File: src/rtl/usb_buffer_pkg.sv
// Shared sizing and types for the USB data buffer.
// Pointers carry one extra bit to tell full from empty.
package usb_buffer_pkg;

  localparam int BUF_DEPTH  = 64;
  localparam int BUF_ADDR_W = 6;
  localparam int BUF_DATA_W = 8;

  typedef logic [BUF_ADDR_W:0] ptr_t;
  typedef logic [BUF_ADDR_W:0] occ_t;

endpackage

File: src/rtl/usb_buffer_ptr.sv
// Wrapping pointer counter for the USB data buffer.
// Async reset, sync clear (dominant) and count enable.
import usb_buffer_pkg::*;

module usb_buffer_ptr #(
  parameter int W = BUF_ADDR_W + 1
) (
  input  logic         clk,
  input  logic         n_rst,
  input  logic         i_clear,
  input  logic         i_en,
  output logic [W-1:0] o_count
);

  logic [W-1:0] r_count;

  always_ff @(posedge clk or negedge n_rst) begin
    if (!n_rst) begin
      r_count <= '0;
    end else if (i_clear) begin
      r_count <= '0;
    end else if (i_en) begin
      r_count <= r_count + 1'b1;
    end
  end

  assign o_count = r_count;

endmodule

File: src/rtl/usb_data_buffer.sv
// 64-byte FWFT FIFO between the AHB register side and
// the USB RX/TX packet engines.
import usb_buffer_pkg::*;

module usb_data_buffer #(
  parameter int DEPTH  = BUF_DEPTH,
  parameter int ADDR_W = BUF_ADDR_W,
  parameter int DATA_W = BUF_DATA_W
) (
  input  logic              clk,
  input  logic              n_rst,
  input  logic              clear,
  input  logic              flush,
  input  logic              store_tx_data,
  input  logic [DATA_W-1:0] tx_data,
  input  logic              get_rx_data,
  output logic [DATA_W-1:0] rx_data,
  input  logic              store_rx_packet_data,
  input  logic [DATA_W-1:0] rx_packet_data,
  input  logic              get_tx_packet_data,
  output logic [DATA_W-1:0] tx_packet_data,
  output logic [ADDR_W:0]   buffer_occupancy,
  output logic              overflow_err,
  output logic              underflow_err
);

  logic [DATA_W-1:0] r_mem [DEPTH];
  logic              r_ovf;
  logic              r_unf;

  logic [ADDR_W:0]   w_wptr;
  logic [ADDR_W:0]   w_rptr;
  logic              w_flush;
  logic              w_empty;
  logic              w_full;
  logic              w_push_req;
  logic              w_pop_req;
  logic              w_push;
  logic              w_pop;
  logic [DATA_W-1:0] w_din;
  logic [DATA_W-1:0] w_head;

  assign w_flush    = clear | flush;
  assign w_push_req = store_tx_data | store_rx_packet_data;
  assign w_pop_req  = get_rx_data | get_tx_packet_data;

  // RX packet engine wins a same-cycle push collision
  assign w_din = store_rx_packet_data ? rx_packet_data
                                      : tx_data;

  assign w_empty = (w_wptr == w_rptr);
  assign w_full  =
    (w_wptr[ADDR_W] != w_rptr[ADDR_W]) &&
    (w_wptr[ADDR_W-1:0] == w_rptr[ADDR_W-1:0]);

  assign w_pop  = w_pop_req & ~w_empty;
  assign w_push = w_push_req & (~w_full | w_pop);

  usb_buffer_ptr #(.W(ADDR_W + 1)) u_wptr (
    .clk     (clk),
    .n_rst   (n_rst),
    .i_clear (w_flush),
    .i_en    (w_push),
    .o_count (w_wptr)
  );

  usb_buffer_ptr #(.W(ADDR_W + 1)) u_rptr (
    .clk     (clk),
    .n_rst   (n_rst),
    .i_clear (w_flush),
    .i_en    (w_pop),
    .o_count (w_rptr)
  );

  always_ff @(posedge clk or negedge n_rst) begin
    if (!n_rst) begin
      for (int i = 0; i < DEPTH; i++) begin
        r_mem[i] <= '0;
      end
    end else if (w_push && !w_flush) begin
      r_mem[w_wptr[ADDR_W-1:0]] <= w_din;
    end
  end

  always_ff @(posedge clk or negedge n_rst) begin
    if (!n_rst) begin
      r_ovf <= 1'b0;
      r_unf <= 1'b0;
    end else if (w_flush) begin
      r_ovf <= 1'b0;
      r_unf <= 1'b0;
    end else begin
      if (w_push_req && w_full && !w_pop) begin
        r_ovf <= 1'b1;
      end
      if (w_pop_req && w_empty) begin
        r_unf <= 1'b1;
      end
    end
  end

  assign w_head = w_empty ? '0
                          : r_mem[w_rptr[ADDR_W-1:0]];

  assign rx_data          = w_head;
  assign tx_packet_data   = w_head;
  assign buffer_occupancy = w_wptr - w_rptr;
  assign overflow_err     = r_ovf;
  assign underflow_err    = r_unf;

endmodule

File: config.mk
export PLATFORM = sky130hd
export DESIGN_NAME = usb_data_buffer
export DESIGN_NICKNAME = d
export VERILOG_FILES = /design/src/rtl/usb_buffer_pkg.sv /design/src/rtl/usb_buffer_ptr.sv /design/src/rtl/usb_data_buffer.sv
export SDC_FILE = /design/constraint.sdc
export NUM_CORES = 1
export LEC_CHECK = 0
export ABC_AREA = 1
export BUFFER_PORTS_ARGS = -buffer_cell sky130_fd_sc_hd__buf_4
export CELL_PAD_IN_SITES_DETAIL_PLACEMENT = 1
export CELL_PAD_IN_SITES_GLOBAL_PLACEMENT = 2
export CORE_MARGIN = 2
export CORE_UTILIZATION = 25
export CTS_CLUSTER_DIAMETER = 30
export CTS_CLUSTER_SIZE = 8
export DETAILED_ROUTE_END_ITERATION = 10
export HOLD_SLACK_MARGIN = 0.15
export PLACE_DENSITY_LB_ADDON = 0.1
export SYNTH_ARGS = -nofsm -noshare
export SYNTH_HDL_FRONTEND = slang
export SYNTH_SLANG_ARGS = --single-unit
File: constraint.sdc
create_clock -name clk -period 4.1 [get_ports clk]
set_clock_uncertainty 0.05 [all_clocks]
set_input_delay 0.82 -clock clk [delete_from_list [all_inputs] [get_ports clk]]
set_output_delay 0.82 -clock clk [all_outputs]
set_load 0.03 [all_outputs]
# Word level (Yosys, flattened, before mapping)
# Cells that the tools add are included.
[word_totals]
regBits = 528
in_bits = 24
output_inout_bits = 25
elab_cells = 115
[op_classes]
add_sub_neg = 3
order_cmp = 3
eq_ne = 3
n_mux = 16
bitwise_logic = 10
reduce_logical = 12
[ops]
columns = ["op", "count"]
rows = [
  ["$bwmux W512", 1],
  ["$bmux W8 S6", 1],
  ["$demux W8 S6", 1],
  ["$mux W8", 5],
  ["$mux W7", 4],
  ["$add A7 B1 Y7 const B", 2],
  ["$ge A7 B7 Y1 const B", 2],
  ["$not A6 Y7", 2],
  ["$reduce_bool A2 Y1", 4],
  ["$eq A7 B7 Y1", 1],
  ["$lt A7 B1 Y1 const B", 1],
  ["$sub A7 B7 Y7", 1],
  ["$eq A6 B6 Y1", 1],
  ["$logic_and A1 B1 Y1", 6],
  ["$mux W1", 4],
  ["$or A1 B1 Y1", 4],
  ["$and A1 B1 Y1", 2],
  ["$logic_not A1 Y1", 2],
  ["$not A1 Y1", 2],
  ["$ne A1 B1 Y1", 1],
]

# Logic depth before layout (Yosys ltp)
# Gate-level depths: netlist of run 1.
[depth]
word_depth = 7
mapped_depth = 17
ltp_nobuf = 13

# Hierarchy
# A second synthesis of run 1 with hierarchy kept.
[hier_totals]
hier_cells = 3167
hier_area_um2 = 26166.3
[by_module_without_submodules]
columns = ["mod", "n_inst", "cells_per_inst", "area_each_um2", "seq_area_each_um2"]
rows = [
  ["usb_data_buffer", 1, 3077, 25425.6, 12862.3],
  ["usb_buffer_ptr", 2, 45, 370.4, 175.2],
]

# Worst setup path after synthesis of run 1
# OpenSTA, ideal clock, no wires.
[synth_path]
path_type = "reg2out"
start = "reg u_rptr.r_count[1] (netlist: u_rptr.o_count[1])"
end = "out tx_packet_data[0]"
t_arrival_ns = 2.258
required_time_ns = 3.230
path_slack_ns = 0.972
path_stages_with_launch = 12
n_path_buf = 4
cell_sequence = "dfrtp_1 -> buf_2 -> inv_2 -> buf_2 -> buf_2 -> ha_1 -> inv_1 -> nor2_1 -> nand2_1 -> nor2_2 -> nor2_1 -> buf_4"
[synth_between]
elab_chain_len = 5
elab_cells_between_ends = 6
cone_classes = "1 x eq/ne; 4 x mux; 1 x bitwise"
[synth_lines]
columns = ["item", "line", "source"]
rows = [
  ["start, declared", "usb_buffer_ptr.sv:15", "logic [W-1:0] r_count;"],
  ["start signal, assigned", "usb_buffer_ptr.sv:23", "r_count <= r_count + 1'b1;"],
  ["$not A6 Y7 (implied by the code)", "usb_data_buffer.sv:103", ": r_mem[w_rptr[ADDR_W-1:0]];"],
  ["$bmux W8 S6", "usb_data_buffer.sv:103", ""],
  ["$mux W8 (implied by the code) (2 in a row)", "usb_data_buffer.sv:103", ""],
  ["$mux W8 (*)", "usb_data_buffer.sv:102", "assign w_head = w_empty ? '0"],
  ["end, declared", "usb_data_buffer.sv:21", "output logic [DATA_W-1:0] tx_packet_data,"],
]
# Mark *: on every way between the ends. The rest lies on a longest branch, timed or not. The select of a mux whose other input is x is not followed.

# Final worst setup path of run 1
[layout_path]
start = "reg u_rptr.r_count[0] (netlist: u_rptr.o_count[0])"
end = "out rx_data[5]"
[layout_between]
elab_chain_len = 5
elab_cells_between_ends = 6
cone_classes = "1 x eq/ne; 4 x mux; 1 x bitwise"
[layout_lines]
columns = ["item", "line", "source"]
rows = [
  ["$not A6 Y7 (implied by the code)", "usb_data_buffer.sv:103", ""],
  ["$bmux W8 S6", "usb_data_buffer.sv:103", ""],
  ["$mux W8 (implied by the code) (2 in a row)", "usb_data_buffer.sv:103", ""],
  ["$mux W8 (*)", "usb_data_buffer.sv:102", ""],
  ["end, declared", "usb_data_buffer.sv:17", "output logic [DATA_W-1:0] rx_data,"],
]
# Marks and branches as above.

==> results of run 1 <==
## final cells by class
| cell class | count | area (sq um) | area share [%] |
|---|---|---|---|
| Timing Repair Buffer | 146 | 1660 | 4.78 |
| Inverter | 282 | 1100 | 3.16 |
| Clock inverter | 55 | 473 | 1.36 |
| Sequential cell | 528 | 13200 | 38.0 |
| Clock buffer | 266 | 5270 | 15.1 |
| Timing Repair inverter | 2 | 27.5 | 0.0792 |
| Multi-Input combinational cell | 2467 | 11300 | 32.5 |
| Tap cell | 1391 | 1740 | 5.00 |
## layout by cell type, fill, tap and decap left out, drive strengths merged
cell and n:
nor2 193, nand4 2, fa 1, a211oi 1
buf 140, bufinv 4, nand2 1340, inv 279
clkbuf 271, o21ai 572, dfrtp 528, xnor2 3
o31ai 3, dlygate4sd3 1, a21oi 17, xor2 7
nand3 317, ha 8, clkinv 56, nor3 3
## registers in the layout, indices dropped and copies added, names as in the netlist
name	flops
overflow_err	1
u_rptr.o_count	7
u_wptr.o_count	7
underflow_err	1
r_mem	512
## power by group through the flow
stage | Clock (W) | Combinational, W | Sequential, W
CTS | 0.0130 | 0.00110 | 0.00534
finish | 0.0127 | 0.00111 | 0.00534
detailed placement | 0 | 0.00107 | 0.00541
global route | 0.0133 | 0.00122 | 0.00534
global placement | 0 | 0.00106 | 0.00540
floorplan | 0 | 0.000510 | 0.00540
## repair_timing
action / in CTS / in global routing
gates cloned: 3 / 5
pin swaps: 0 / 5
resized for setup: 29 / 36
setup buffers: 6 / 6
endpoints found under the setup margin: 19 / 18
hold buffers: 1 / 0
hold endpoints to repair: 62 / 0
## per-stage QoR
| step | cell area [sq um] | setup slack, ps | power [W] |
|---|---|---|---|
| floorplan | 26700 | 972 | 0.00591 |
| global placement | 28500 | 534 | 0.00647 |
| detailed placement | 28500 | 574 | 0.00647 |
| CTS | 34500 | -54.6 | 0.0194 |
| global route | 34800 | -18.7 | 0.0199 |
| finish | 34800 | 117 | 0.0192 |
## worst max-delay path: stages (launching register included)
cell and delay (ps):
dfrtp_4 500, buf_12 160, buf_12 120, buf_16 170, nand2_1 100, nand2_1 60
nand2_1 80, nand3_1 120, nand3_1 170, nand2_1 80, nand2_1 170, nand2_4 140
nor2_4 200, nor2_2 60, buf_4 180
## routing by layer
layer | vias up | GRT usage, % | part of all wire, %
met5 | - | 0 | 0
met4 | 0 | 7.02 | 2.2
met3 | 164 | 3.27 | 3.4
met2 | 409 | 32.5 | 46
met1 | 11900 | 27.9 | 48
li1 | 11400 | - | -
## logic make-up after synthesis
logic type / after synthesis
and+or+nand+nor: 1855
AOI/OAI and AO/OA: 593
DFF: 528
buffers and inverters: 521
xor gates and xnor gates: 10
adders and majority gates: 9
## how the worst max path moves through the flow
stage	end	slack [ps]	from
floorplan	tx_packet_data[0]	970	u_rptr.o_count[1]
global placement	rx_data[3]	530	u_rptr.o_count[1]
detailed placement	tx_packet_data[3]	570	u_rptr.o_count[0]
CTS	buffer_occupancy[4]	-50	u_rptr.o_count[0]
global route	buffer_occupancy[5]	-20	u_rptr.o_count[2]
finish	rx_data[5]	120	u_rptr.o_count[0]
==> results.json, run 1 <==
{
  "status": "finished clean",
  "yosys.cell_types.count": 32,
  "layout_worst_path_cycle_share_pct": 97.2,
  "firstDrtPassIters": 6,
  "p_comb_share_pct": 5.8,
  "grt_max_degree": 74,
  "cts.clk_slew.worst_paths_ps": 40,
  "synth_top_family_by_area": "simple AND/OR/NAND/NOR gates",
  "synth_adder_area_share_pct": 0.451,
  "finalHoldViolations": 0,
  "cts_buffers": 176,
  "clock_path_buffers": 3,
  "drc_errors": 0,
  "pwr-share-clk_pct": 66.4,
  "viasPerCell": 4.64,
  "reg2reg_from": "u_rptr.o_count[3]",
  "cts_tree": "done",
  "synth_top_area_share_pct": 49.6,
  "hold_end": "overflow_err",
  "synth-edff-count": 0,
  "tightest_slew_ps": 1080,
  "nFillCells": 12400,
  "n_antenna_cell": 0,
  "io_buffer_count": 48,
  "utilization_pct": 32.9,
  "synth_xor_area_share_pct": 0.357,
  "power_frac_seq_pct": 27.8,
  "final_cells": 5137,
  "syn_inst": 3516,
  "cp-start-kind": "flip-flop",
  "ys_ff_latch": 528,
  "netlist_area_sq_um": 26700,
  "nets": 3636,
  "synthTopCellsByArea": "dfrtp_1, nand2_1, o21ai_1",
  "fp.dieW_microns": 331,
  "wl_per_cell_microns": 21.3,
  "intPower_w": 0.0145,
  "boundaryPins": 49,
  "yosys.area.top_type": "dfrtp_1",
  "path_class": "reg2out",
  "syn-num-nets": 3549,
  "path_max_fanout": 43,
  "gr-usage-all-layers_pct": 20.3,
  "synthArstFlopShare_pct": 100,
  "area_growth_syn_to_layout_pct": 30.4,
  "rr_worst_depth": 12,
  "synthSimpleGateAreaFrac_pct": 29.8,
  "ant_nets": 0,
  "die_area_sq_um": 109000,
  "synthMuxAreaShare_pct": 0,
  "ir_worst_vdd_v": 0.000283,
  "cts_max_level": 4,
  "final.setup.tns_ps": 0,
  "post-synth-top-count-cell": "nand2_1",
  "clk_latency_ps": 740,
  "cts_root_buf": "clkbuf_16",
  "ff2ff_setup_slack_ps": 770,
  "fp.dieH_microns": 331,
  "crit_path_end_kind": "output pin",
  "grt_pass1_vias": 25600,
  "antenna_found_initial": 1,
  "whs_ps": 350,
  "synth_compound_area_share_pct": 11.2,
  "timing.fmax_ghz": 0.251,
  "fp-row-count": 119,
  "gp_congestion": 0.792,
  "cap_violations": 0,
  "finalMaxSlewViolations": 0,
  "initial_utilization_pct": 25.3,
  "placed_cells": 4796,
  "p_per_area_nw_per_um2": 551,
  "slew_headroom_pct": 27.7,
  "grt_overflow": 0,
  "setup_viol": 0,
  "required_ps": 3230,
  "syn_area_per_cell_sq_um": 7.58,
  "arrival_ps": 3110,
  "holdPathStages": 3,
  "leakage_nw": 15.9,
  "yosysWarnings": 0,
  "clkSinkCount": 528,
  "vias": 23800,
  "sw_frac_of_total_pct": 24.3,
  "drive_gt1_share_pct": 14.3,
  "core_area_sq_um": 106000,
  "rr_endpoint": "r_mem[94]",
  "grt_pass1_wl_mm": 166,
  "hold_class": "in2reg",
  "min-delay-start": "store_tx_data",
  "ys_seq_area_share_pct": 49.6,
  "totalWireLength_mm": 109,
  "switching_power_w": 0.00465,
  "synthFlopType": "dfrtp_1",
  "ys_top_cells_by_count": "nand2_1, dfrtp_1, o21ai_1",
  "place_hpwl_mm": 65.8,
  "first_iter_violations": 1302,
  "period_minus_slack_ps": 3980
}
Power figures use the tool's default switching activity.
==> inputs of run 2 (changes only) <==
ABC_AREA = unset   (was 1)
GPL_ROUTABILITY_DRIVEN = 0   (was unset)
SKIP_LAST_GASP = 1   (was unset)
==> run 2 against run 1 <==
Compared with the run above: sequential power rose by 2%; combinational power barely moved; clock-buffer cell count fell by 31; final cell count fell by 26%; setup slack got worse by 100 ps; hold slack improved by 69 ps; via count fell by 24%; non-clock buffer count rose by 29; global-route usage fell by 1.4 points; sequential cell count did not move.
==> results.json, run 2 <==
{
  "status": "finished clean",
  "cap_violations": 0,
  "grt_overflow": 0,
  "leakage_nw": 14.1,
  "ys_top_cells_by_count": "dfrtp_1, nand2_1, o21ai_0",
  "synthTopCellsByArea": "dfrtp_1, mux4_2, o21ai_0",
  "nFillCells": 10400,
  "synthFlopType": "dfrtp_1",
  "fp.dieH_microns": 316,
  "timing.final.ws_setup_ps": 12.3,
  "path_class": "reg2out",
  "final_cell_mix": "dfrtp_1, nand2_1, o21ai_0",
  "finalHoldViolations": 0,
  "p_per_area_nw_per_um2": 580,
  "n_antenna_cell": 0,
  "finalMaxSlewViolations": 0,
  "finalInstanceArea_sq_um": 33500,
  "nets": 2447,
  "layout_commonest_cell": "dfrtp_1",
  "clk_latency_ps": 740,
  "hold_class": "reg2reg",
  "final_cells": 3820,
  "top_register": "r_mem",
  "slew_headroom_pct": 34.5,
  "synth_top_area_share_pct": 54.4,
  "first_iter_violations": 883,
  "yosys.cell_types.count": 72,
  "place_area_sq_um": 26100,
  "crit_path_end_kind": "output pin",
  "cts_buffers": 169,
  "wl_per_cell_microns": 24.0,
  "yosysWarnings": 0,
  "ys_ff_latch": 528,
  "final.setup.tns_ps": 0,
  "arrival_ps": 3220,
  "layout_worst_path_cycle_share_pct": 99.7,
  "post-synth-top-count-cell": "dfrtp_1",
  "whs_ps": 419,
  "synth-edff-count": 0,
  "syn-num-nets": 2289,
  "grt_setup_unrepaired": "true",
  "grt_pass1_wl_mm": 137,
  "placed_cells": 3474,
  "pre_cts_slack_ps": 283,
  "die_area_sq_um": 99700,
  "clock_path_buffers": 3,
  "path_max_fanout": 6,
  "grt_pass1_vias": 19900,
  "syn_inst": 2256,
  "cts_tree": "done",
  "required_ps": 3230,
  "drive_gt1_share_pct": 28.6,
  "period_minus_slack_ps": 4090,
  "drc_errors": 0,
  "gr-usage-all-layers_pct": 18.9,
  "fp.dieW_microns": 316,
  "tightest_slew_ps": 962,
  "io_buffer_count": 48,
  "clkSinkCount": 528,
  "area_growth_syn_to_layout_pct": 37.7,
  "ant_nets": 0,
  "boundaryPins": 49,
  "cts.clk_slew.worst_paths_ps": 40,
  "synthArstFlopShare_pct": 100,
  "syn_area_per_cell_sq_um": 10.8,
  "core_area_sq_um": 96600,
  "antenna_found_initial": 1,
  "vias": 18200,
  "netlist_area_sq_um": 24300,
  "cts_max_level": 4,
  "ys_seq_area_share_pct": 54.4,
  "setup_viol": 0,
  "cts_root_buf": "clkbuf_16",
  "grt_max_degree": 88,
  "yosys.area.top_type": "dfrtp_1",
  "firstDrtPassIters": 5,
  "cp-start-kind": "flip-flop",
  "largest_reg_flops": 512,
  "viasPerCell": 4.75,
  "initial_utilization_pct": 25.2,
  "totalWireLength_mm": 91.8,
  "timing.fmax_ghz": 0.245,
  "ir_worst_vdd_v": 0.000346,
  "fp-row-count": 114,
  "place_hpwl_mm": 56.1
}
run 2: per-stage QoR:
step	power, W	util [%]
floorplan	0.00598	-
global placement	0.00644	27.0
detailed placement	0.00646	27.0
CTS	0.0197	34.3
global route	0.0201	34.6
finish	0.0194	34.6
run 2: path summary, 6_finish.rpt:
kind	startpoint	to	slack [ps]	cells after the start
setup / recovery	u_rptr.o_count[0]	tx_packet_data[2]	10	8
hold reg to reg	r_mem[11]	r_mem[11]	420	2
hold / removal	r_mem[11]	r_mem[11]	420	2
setup reg to reg	u_rptr.o_count[2]	r_mem[510]	720	7
max in group asynchronous	n_rst	r_mem[270]	2320	3
min in group asynchronous	n_rst	r_mem[375]	680	2
run 2: cell type report:
| cell class | count | area (sq um) | area share (%) |
|---|---|---|---|
| flip-flops and latches | 528 | 13200 | 39.5 |
| multi-input cells | 1527 | 10800 | 32.2 |
| clock buffers | 235 | 4850 | 14.5 |
| repair buffers | 175 | 2020 | 6.04 |
| well taps | 1276 | 1600 | 4.77 |
| clock inverters | 66 | 937 | 2.80 |
| inverters | 13 | 48.8 | 0.146 |
run 2: what timing repair did:
action | 4_1_cts | 5_1_grt
pin swaps | 18 | 14
hold buffers | 1 | 0
gates cloned | 10 | 1
setup buffers | 21 | 15
setup endpoints to repair | 17 | 18
gates resized for setup | 141 | 29
endpoints found under the hold margin | 26 | 0
run 2: critical path: stages (launching register included):
cell,delay (ps)
dfrtp_4,440
buf_12,170
buf_16,150
buf_12,140
mux4_2,550
mux4_2,550
nor2_4,160
o32ai_4,130
buf_6,160
run 2: layer usage:
layer	share of wire (%)	global-route usage, %
met1	47	25.9
met2	47	29.9
met3	3.0	3.66
met4	3.0	6.98
met5	0	0
run 2: report_power, final:
group          switching (W)  total (W)  internal [W]
registers          0.0000811    0.00546       0.00537
logic               0.000686    0.00109      0.000403
clock network        0.00378     0.0129       0.00909
total                0.00454     0.0194        0.0149
run 2: cell families (layout without fill, tap and decap cells):
family	count (synthesis)	count (layout)	synth area share [%]
AOI/OAI and AO/OA	614	614	13.9
adders and majority gates	9	9	0.494
DFF	528	528	54.4
muxes	172	172	12.6
buffers and inverters	201	489	4.66
xor gates and xnor gates	17	17	0.644
and+or+nand+nor	715	715	13.2
